`src/rtl/instr_issue_queue.sv`:
```
// Instruction staging FIFO with debounced LOAD/STEP buttons and auto-run issue.
// Each issued instruction is presented once and held until the register stage takes it.
//
// state   | meaning
// IDLE    | nothing presented; waits for a trigger with a non-empty FIFO
// PRESENT | head entry on N1/N2/op/WE with issue_valid=1 until issue_ready
module instr_issue_queue #(
  parameter int DEPTH           = 8,
  parameter int DEBOUNCE_CYCLES = 1000000,
  parameter int RUN_DIV         = 50000000
) (
  input  logic       CLK100MHZ,
  input  logic       reset,
  input  logic [4:0] sw_N1,
  input  logic [4:0] sw_N2,
  input  logic [1:0] sw_op,
  input  logic       sw_WE,
  input  logic       btn_load,
  input  logic       btn_step,
  input  logic       run,
  input  logic       issue_ready,
  output logic       issue_valid,
  output logic [4:0] N1,
  output logic [4:0] N2,
  output logic [1:0] op,
  output logic       WE,
  output logic [4:0] fifo_count,
  output logic       full,
  output logic       empty,
  output logic       overflow
);

  localparam int AW  = $clog2(DEPTH);
  localparam int DCW = $clog2(DEBOUNCE_CYCLES + 1);
  localparam int RCW = $clog2(RUN_DIV + 1);
  localparam logic [DCW-1:0] DB_LAST    = DCW'(DEBOUNCE_CYCLES - 1);
  localparam logic [RCW-1:0] RUN_LAST   = RCW'(RUN_DIV - 1);
  localparam logic [4:0]     COUNT_FULL = 5'(DEPTH);

  typedef enum logic {IDLE, PRESENT} state_t;

  // Bit 0 is LOAD, bit 1 is STEP.
  logic [1:0]     w_btn;
  logic [1:0]     r_sync1, r_sync2, r_db, r_pulse;
  logic [DCW-1:0] r_dcnt [2];

  logic [RCW-1:0] r_run_cnt;
  logic           r_tick;

  logic [12:0]    r_mem [DEPTH];
  logic [AW-1:0]  r_wptr, r_rptr;
  logic [4:0]     r_count;
  logic           r_overflow;

  state_t         r_state;
  logic           r_valid;
  logic [4:0]     r_n1, r_n2;
  logic [1:0]     r_op;
  logic           r_we_hold;

  logic           w_load_p, w_trig, w_empty, w_full, w_pop, w_push;
  logic [12:0]    w_entry, w_head;

  assign w_btn = {btn_step, btn_load};

  // The counter only runs while the synchronised input disagrees with the
  // accepted level, so any bounce back restarts the stability window.
  always_ff @(posedge CLK100MHZ) begin
    if (reset) begin
      r_sync1 <= '0;
      r_sync2 <= '0;
      r_db    <= '0;
      r_pulse <= '0;
      for (int i = 0; i < 2; i++) r_dcnt[i] <= '0;
    end else begin
      r_sync1 <= w_btn;
      r_sync2 <= r_sync1;
      for (int i = 0; i < 2; i++) begin
        r_pulse[i] <= 1'b0;
        if (r_sync2[i] == r_db[i]) begin
          r_dcnt[i] <= '0;
        end else if (r_dcnt[i] == DB_LAST) begin
          r_db[i]    <= r_sync2[i];
          r_dcnt[i]  <= '0;
          r_pulse[i] <= r_sync2[i];
        end else begin
          r_dcnt[i] <= r_dcnt[i] + 1'b1;
        end
      end
    end
  end

  always_ff @(posedge CLK100MHZ) begin
    if (reset || !run) begin
      r_run_cnt <= '0;
      r_tick    <= 1'b0;
    end else if (r_run_cnt == RUN_LAST) begin
      r_run_cnt <= '0;
      r_tick    <= 1'b1;
    end else begin
      r_run_cnt <= r_run_cnt + 1'b1;
      r_tick    <= 1'b0;
    end
  end

  assign w_load_p = r_pulse[0];
  assign w_trig   = r_pulse[1] | r_tick;
  assign w_empty  = (r_count == 5'd0);
  assign w_full   = (r_count == COUNT_FULL);
  assign w_pop    = (r_state == IDLE) && w_trig && !w_empty;
  // A pop in the same cycle frees the slot, so a full FIFO can still accept.
  assign w_push   = w_load_p && (!w_full || w_pop);
  assign w_entry  = {sw_N1, sw_N2, sw_op, sw_WE};
  assign w_head   = r_mem[r_rptr];

  always_ff @(posedge CLK100MHZ) begin
    if (w_push) r_mem[r_wptr] <= w_entry;
  end

  always_ff @(posedge CLK100MHZ) begin
    if (reset) begin
      r_wptr     <= '0;
      r_rptr     <= '0;
      r_count    <= '0;
      r_overflow <= 1'b0;
      r_state    <= IDLE;
      r_valid    <= 1'b0;
      r_n1       <= '0;
      r_n2       <= '0;
      r_op       <= '0;
      r_we_hold  <= 1'b0;
    end else begin
      if (w_push) r_wptr <= r_wptr + 1'b1;
      if (w_pop)  r_rptr <= r_rptr + 1'b1;
      case ({w_push, w_pop})
        2'b10:   r_count <= r_count + 1'b1;
        2'b01:   r_count <= r_count - 1'b1;
        default: r_count <= r_count;
      endcase
      if (w_load_p && !w_push) r_overflow <= 1'b1;

      case (r_state)
        IDLE: begin
          if (w_pop) begin
            {r_n1, r_n2, r_op, r_we_hold} <= w_head;
            r_valid <= 1'b1;
            r_state <= PRESENT;
          end
        end
        PRESENT: begin
          if (issue_ready) begin
            r_valid <= 1'b0;
            r_state <= IDLE;
          end
        end
        default: begin
          r_valid <= 1'b0;
          r_state <= IDLE;
        end
      endcase
    end
  end

  assign issue_valid = r_valid;
  assign N1          = r_n1;
  assign N2          = r_n2;
  assign op          = r_op;
  assign WE          = r_we_hold & r_valid;
  assign fifo_count  = r_count;
  assign full        = w_full;
  assign empty       = w_empty;
  assign overflow    = r_overflow;

endmodule
```
`config.mk`:
```
export PLATFORM = sky130hd
export DESIGN_NAME = instr_issue_queue
export DESIGN_NICKNAME = d
export VERILOG_FILES = /design/src/rtl/instr_issue_queue.sv
export SDC_FILE = /design/constraint.sdc
export NUM_CORES = 1
export LEC_CHECK = 0
export BUFFER_PORTS_ARGS = -buffer_cell sky130_fd_sc_hd__buf_2
export CORE_UTILIZATION = 50
export CTS_BUF_LIST = sky130_fd_sc_hd__clkbuf_8 sky130_fd_sc_hd__clkbuf_16
export CTS_CLUSTER_SIZE = 40
export DETAILED_ROUTE_END_ITERATION = 8
export GPL_TIMING_DRIVEN = 0
export PLACE_DENSITY = 0.67
export SLEW_MARGIN = 20
export SYNTH_ARGS = -nofsm -noshare
export SYNTH_HDL_FRONTEND = slang
export SYNTH_SLANG_ARGS = --single-unit
```
`constraint.sdc`:
```
create_clock -name CLK100MHZ -period 4.04 [get_ports CLK100MHZ]
set_clock_uncertainty 0.15 [all_clocks]
set_input_delay 0.606 -clock CLK100MHZ [delete_from_list [all_inputs] [get_ports CLK100MHZ]]
set_output_delay 0.606 -clock CLK100MHZ [all_outputs]
set_load 0.02 [all_outputs]
```
==> flow_summary_export.csv, run 1 <==
group,metric,value,unit
outcome,status,"complete, no violations",
synth,avgSynthCellArea,13.1,µm²
setup_path,critical_path.cell_chain,"or4_1 -> clkbuf_1 -> o31ai_1 -> nor4b_2 -> buf_4 -> buf_2",
cts,cts_htree_levels,1,
setup_path,crit_slowest_cell,"o31ai_1",
setup_path,ff2ff_path_depth,6,
setup_path,crit_arrival,3.05,ns
synth,synth_cell_types,49,
place,hpwl,12500,µm
sta,rsz0062_at_grt,"no",
setup_path,r2r-end,"r_mem[2][9]$_DFFE_PP_",
global_routing,antenna_found_initial,0,
floorplan,die_x,135,µm
setup_path,cp-endpoint,"r_mem[2][9]$_DFFE_PP_",
synth,yosysTopAreaCell,"edfxtp_1",
place,place.gp.congestion,0.832,
floorplan,start_util,0.510,
cts,post_cts_resized,0,
cts,numCtsBuffers,22,
power,ir_worst_vdd,0.365,mV
layout,seq_area,5570,µm²
cts,cts-hold-fix-buffers,0,
sta,hold_viol_final,0,
setup_path,critPathLaunchType,"flop",
setup_path,crit_fanout,7,
global_routing,track_usage,0.210,
cts,clock_latency,0.51,ns
global_routing,first_global_vias,5816,
setup_path,slowest_delay,0.88,ns
sta,tightest_slew,1.01,ns
synth,seq_area_frac_synth,0.630,
synth,ys_seq_elements,206,
detailed_routing,totalWireLength,18400,µm
layout,multi_input_area,3270,µm²
setup_path,crit_path_end_kind,"flop",
global_routing,grt_pass1_wl,29600,µm
floorplan,ios,41,
synth,postSynthCellCount,676,
worst_hold_path,hold_path_class,"in -> reg",
global_routing,grt_overflow,0,
floorplan,die_y,135,µm
detailed_routing,via_per_inst,5.67,
setup_path,r2r-start,"fifo_count[4]$_SDFFE_PP0P_",
floorplan,dieArea,18200,µm²
cts,cts_tree,"built",
cts,clock-sinks,206,
power,powerDensity,427,nW/µm²
synth,yosysTopAreaCellShare,0.490,
synth,synthTopCellsByArea,"edfxtp_1 (49%), dfxtp_1 (14%), mux4_2 (6.6%)",
power,p_leak,3.45,nW
synth,ys_warn_count,0,
detailed_routing,drtPass1Iterations,5,
sta,period_minus_slack,2.93,ns
floorplan,core_region_area,17300,µm²
sta,tns,0,ns
setup_path,crit_required,4.16,ns
layout,antenna_cells,0,
cts,postCtsSetupBuffers,0,
cts,cts_buffer_depth,3,
sta,setup_viol,0,
sta,whs,0.172,ns
cts,cts-root-buf,"clkbuf_16",
detailed_routing,ant_nets,0,
cts,clkTransAtPathRegs,0.06,ns
place,io_buffer_count,40,
sta,max-slew-margin-rel,0.318,
setup_path,critPathLaunch,"fifo_count[4]$_SDFFE_PP0P_",
setup_path,rrSetupSlack,1.11,ns
detailed_routing,avgRoutedWirePerCell,17.9,µm
global_routing,grt_max_degree,15,
layout,final_nets,818,
synth,syn_area,8830,µm²
layout,final_cells,1031,
sta,fin_crit_sh,0.725,
place,dp_cells,991,
layout,area_delta_synth_final,16.9,%
layout,final_common_cell,"edfxtp_1",
layout,most-common-layout-cells,"edfxtp_1 (144), dfxtp_1 (62), nor2_1 (60), a21oi_1 (49), buf_2 (49)",
detailed_routing,vias,5846,
sta,drv_slew,0,
layout,final_layout_size_suffix_gt1_frac,0.169,
sta,fmax,341,MHz
layout,fill_cells,1386,
setup_path,critical_path_class,"reg -> reg",
floorplan,num_rows,48,
detailed_routing,drc,0,
flow_run,maxCapViolCount,0,
detailed_routing,drtIter0Drc,423,
layout,final_core_utilization,0.597,
power breakdown:
part           switching, W  leakage [nW]  internal, W
Combinational     0.0000518          1.23    0.0000263
Clock              0.000808         0.373      0.00122
Sequential        0.0000200          1.85      0.00227
Total              0.000880          3.45      0.00352
cell type report:
type	instances	area share
Clock buffer	24	0.0560
Sequential cell	206	0.539
Timing Repair Buffer	51	0.0278
Inverter	14	0.00509
Buffer	28	0.0124
Tap cell	225	0.0273
Clock inverter	16	0.0155
Multi-Input combinational cell	467	0.317
cell families (layout without fill, tap and decap cells):
group                      Yosys count  in the layout  share of synthesized area
and+or+nand+nor                    230            230                      0.140
DFF                                206            206                      0.630
AOI/OAI and AO/OA                  105            105                     0.0690
muxes                               43             43                     0.0860
buffers and inverters               42            133                     0.0204
xor gates and xnor gates            40             40                     0.0397
adders and majority gates            9              9                     0.0136
other                                1             40                   0.000425
per-stage QoR:
step	setup WS [ns]	area [µm²]	power (W)
finish	1.11	10300	0.00440
global route	0.920	10300	0.00453
CTS	1.12	10300	0.00445
floorplan	0.995	8970	0.00238
global placement	-0.561	9460	0.00241
detailed placement	1.13	9580	0.00242
how the worst min path moves through the flow:
stage,from,endpoint,depth (start not counted)
3_5_place_dp,r_sync1[0]$_SDFF_PP0_,r_sync2[0]$_SDFF_PP0_,1
5_1_grt,btn_load,r_sync1[0]$_SDFF_PP0_,2
6_report,btn_load,r_sync1[0]$_SDFF_PP0_,2
4_1_cts,btn_load,r_sync1[0]$_SDFF_PP0_,2
3_3_place_gp,r_run_cnt[0]$_SDFF_PP0_,r_run_cnt[0]$_SDFF_PP0_,1
2_1_floorplan,r_run_cnt[0]$_SDFF_PP0_,r_run_cnt[0]$_SDFF_PP0_,1
Yosys cell counts (all sizes together):
library cell,count
or4,19
and4,9
or3,14
or4b,1
dfxtp,62
nor2b,6
mux2,3
buf,10
a21oi,50
or3b,1
nor3,8
fa,1
a211oi,1
o31ai,16
a31oi,1
mux2i,14
nor4b,5
o21ai,30
nand2,34
nand3,27
nor4bb,1
nor2,61
o31a,1
nor4,6
xor2,19
o211ai,2
and2,3
nand2b,4
conb,1
a21o,2
ha,8
o21bai,1
xnor2,21
inv,14
nand3b,2
and3,10
o21ba,1
nor3b,2
edfxtp,144
mux4,26
nand4,17
clkbuf,18
routing by layer:
layer,vias to the layer above,share of wire,global-route usage
met2,150,0.49,0.355
met4,0,0.026,0.0718
met3,38,0.053,0.0413
met1,2883,0.43,0.273
li1,2775,-,-
met5,-,0,0
state kept, by name, indices dropped and copies added, names as in the netlist:
register / cells
r_sync2: 2
issue_valid: 1
overflow: 1
r_sync1: 2
r_run_cnt: 26
r_wptr: 3
r_rptr: 3
fifo_count: 5
N2: 5
r_tick: 1
N1: 5
r_pulse: 2
r_we_hold: 1
r_state: 1
op: 2
r_mem: 104
r_dcnt: 40
r_db: 2
worst max-delay path: cells and delay by family (launching register included):
kind / cells / cell delay (ns)
flops: 1 / 0.35
buf+inv: 3 / 0.60
simple gates: 2 / 0.72
compound gates: 1 / 0.88
Power figures use the tool's default switching activity.
==> inputs of run 2 (changes only) <==
--- a/config.mk
+++ b/config.mk
@@ -11,7 +11,7 @@
 export CTS_CLUSTER_SIZE = 40
 export DETAILED_ROUTE_END_ITERATION = 8
 export GPL_TIMING_DRIVEN = 0
-export PLACE_DENSITY = 0.67
+export PLACE_DENSITY = 0.7
 export SLEW_MARGIN = 20
 export SYNTH_ARGS = -nofsm -noshare
 export SYNTH_HDL_FRONTEND = slang
==> constraint.sdc (replaced) <==
create_clock -name CLK100MHZ -period 2.35 [get_ports CLK100MHZ]
set_clock_uncertainty 0.15 [all_clocks]
set_input_delay 0.3525 -clock CLK100MHZ [delete_from_list [all_inputs] [get_ports CLK100MHZ]]
set_output_delay 0.3525 -clock CLK100MHZ [all_outputs]
set_load 0.02 [all_outputs]
==> run 2 against run 1 <==
Net effect:
- the run now ends with setup timing left
- cell area grew 4.5%
- count of clock-buffer cells in the layout grew 1
- sequential power grew 72%
- first-iteration DRC count shrank 13%
- global-route usage shrank 0.052 points
- sequential cell count is the same
- largest power group unchanged
- critical endpoint is now r_dcnt[1][18]$_SDFFCE_PN0P_
- critical path depth shrank 1
- maximum frequency grew 17%
- hold slack lost 0.16 ns
- register-to-register slack lost 1.3 ns
- setup slack lost 1.3 ns
- total power grew 66%
==> flow_summary_export.csv, run 2 (synthesized netlist as in run 1, its figures left out) <==
group,metric,value,unit
outcome,status,"complete, but fails checks",
outcome,failed_checks,"setup timing",
worst_hold_path,hp-start,"issue_ready",
place,dpl-instance-area,9580,µm²
floorplan,dieArea,18200,µm²
detailed_routing,avgRoutedWirePerCell,18.0,µm
layout,fin_area,10800,µm²
setup_path,crit_arrival,2.58,ns
layout,registers.top_by_ff_count,"r_mem",
layout,final_layout_size_suffix_gt1_frac,0.216,
cts,cts_buffer_depth,3,
power,combPwrFrac,0.024,
setup_path,cp_common_cell,"or4_4",
detailed_routing,vias,5988,
power,seq_power_share,0.541,
setup_path,crit_required,2.44,ns
sta,fin_crit_sh,1.06,
sta,rsz0062_at_grt,"yes",
setup_path,slowest_delay,0.58,ns
power,p_leak,3.62,nW
global_routing,grt_overflow,0,
power,p_clk_frac,0.435,
cts,numCtsBuffers,22,
sta,period_minus_slack,2.50,ns
sta,hold_viol_final,0,
layout,most-common-layout-cells,"edfxtp_1 (144), dfxtp_1 (60), nor2_1 (49), buf_2 (44), a21oi_1 (42)",
floorplan,die_y,135,µm
floorplan,start_util,0.510,
sta,tightest_slew,1.00,ns
power,swShare,0.204,
setup_path,crit_path_end_kind,"flop",
sta,drv_slew,0,
cts,clkTransAtPathRegs,0.06,ns
cts,cts-root-buf,"clkbuf_16",
layout,final_common_cell,"edfxtp_1",
power,p_sw,0.00149,W
setup_path,critPathLaunchType,"flop",
floorplan,die_x,135,µm
power,totalPowerFinal,0.00730,W
layout,largest_reg_flops,104,
setup_path,crit_slowest_cell,"or4_4",
layout,seq_area,5570,µm²
worst_hold_path,hold_path_class,"in -> reg",
sta,setup_viol,18,
sta,worst_slack,-0.145,ns
detailed_routing,drtIter0Drc,370,
setup_path,r2r-start,"r_dcnt[1][6]$_SDFFCE_PN0P_",
power,powerDensity,676,nW/µm²
detailed_routing,totalWireLength,19100,µm
layout,final_nets,845,
cts,clock-sinks,206,
sta,fmax,401,MHz
floorplan,ios,41,
layout,area_delta_synth_final,22.2,%
global_routing,first_global_vias,5899,
detailed_routing,ant_nets,0,
detailed_routing,drtPass1Iterations,5,
detailed_routing,via_per_inst,5.66,
floorplan,core_region_area,17300,µm²
power,ir_worst_vdd,0.543,mV
detailed_routing,drc,0,
flow_run,maxCapViolCount,0,
floorplan,num_rows,48,
layout,fill_cells,1314,
setup_path,path_delay_family,"simple AND/OR/NAND/NOR gates",
global_routing,grt_max_degree,15,
place,place.gp.congestion,0.827,
place,dp_worst_setup_slack,-0.520,ns
sta,max-slew-margin-rel,0.333,
cts,clock_latency,0.50,ns
setup_path,critPathLaunch,"r_dcnt[1][6]$_SDFFCE_PN0P_",
global_routing,grt_pass1_wl,29600,µm
setup_path,critical_path_class,"reg -> reg",
layout,reg.largest.list,"r_mem x104, r_dcnt x40, r_run_cnt x26",
setup_path,critical_path.cell_chain,"or4_4 -> or4_4 -> o21ai_4 -> buf_6 -> a21oi_2",
setup_path,crit_fanout,6,
place,hpwl,12000,µm
layout,multi_input_area,3490,µm²
global_routing,antenna_found_initial,0,
global_routing,track_usage,0.210,
cts,cts_htree_levels,1,
power,internal_power,0.00581,W
place,io_buffer_count,40,
cts,cts_tree,"built",
layout,antenna_cells,0,
setup_path,critPathBufInv,1,
-- run 2: changes by cell type in the layout (fill, tap and decap cells not counted), sizes merged --
cell / previous run / this run
clkinv: 9 / 4
bufinv: 3 / 0
buf: 61 / 74
inv: 17 / 24
dlygate4sd3: 0 / 15
-- run 2: power by group through the flow --
stage / combinational, W / sequential [W] / clock [W]
floorplan: 0.0000768 / 0.00401 / 0
global placement: 0.000125 / 0.00402 / 0
detailed placement: 0.000133 / 0.00402 / 0
CTS: 0.000166 / 0.00395 / 0.00324
global route: 0.000195 / 0.00395 / 0.00339
finish: 0.000176 / 0.00395 / 0.00317
-- run 2: path summary, 6_finish.rpt --
kind	end	slack, ns	cells after the start
min reg2reg	r_sync2[1]$_SDFF_PP0_	0.30	1
max reg2reg	r_dcnt[1][18]$_SDFFCE_PN0P_	-0.15	5
min	r_state$_SDFF_PP0_	0.02	3
max	r_dcnt[1][18]$_SDFFCE_PN0P_	-0.15	5
-- run 2: through the flow --
step / hold WS [ns] / std cells / setup TNS [ns] / util
2_1_floorplan: 0.263 / 715 / -2.48 / -
3_3_place_gp: 0.267 / 980 / -48.75 / 0.551
3_5_place_dp: 0.284 / 982 / -43.28 / 0.554
4_1_cts: 0.00105 / 1052 / -1.23 / 0.618
5_1_grt: 0.0102 / 1058 / -3.15 / 0.624
6_report: 0.0150 / 1058 / -2.33 / 0.624
-- run 2: layout make-up --
class / instances / area share
flip-flops and latches: 206 / 0.516
multi-input cells: 467 / 0.323
repair buffers: 81 / 0.0566
clock buffers: 25 / 0.0559
well taps: 225 / 0.0261
plain buffers: 25 / 0.0108
clock inverters: 15 / 0.00626
inverters: 14 / 0.00487
-- run 2: timing repair --
| action | in CTS | in global routing |
|---|---|---|
| setup endpoints to repair | 180 | 79 |
| hold endpoints to repair | 106 | 0 |
| buffers inserted | 15 | 8 |
| pin swaps | 11 | 9 |
| resized for setup | 30 | 18 |
| gates cloned | 1 | 0 |
| hold buffers | 15 | 0 |
-- run 2: worst reg2reg max path, delay by kind of cell (launching register included) --
kind	cells	cell delay (ns)
DFF	1	0.44
and+or+nand+nor	2	1.16
buffers and inverters	1	0.18
AOI/OAI and AO/OA	2	0.31
-- run 2: routing by layer --
layer | vias to the layer above | wire (µm) | GRT usage
met4 | 0 | 293 | 0.0618
met5 | - | 0 | 0
met1 | 3011 | 8190 | 0.263
met2 | 118 | 9810 | 0.375
met3 | 28 | 775 | 0.0327
li1 | 2831 | - | -
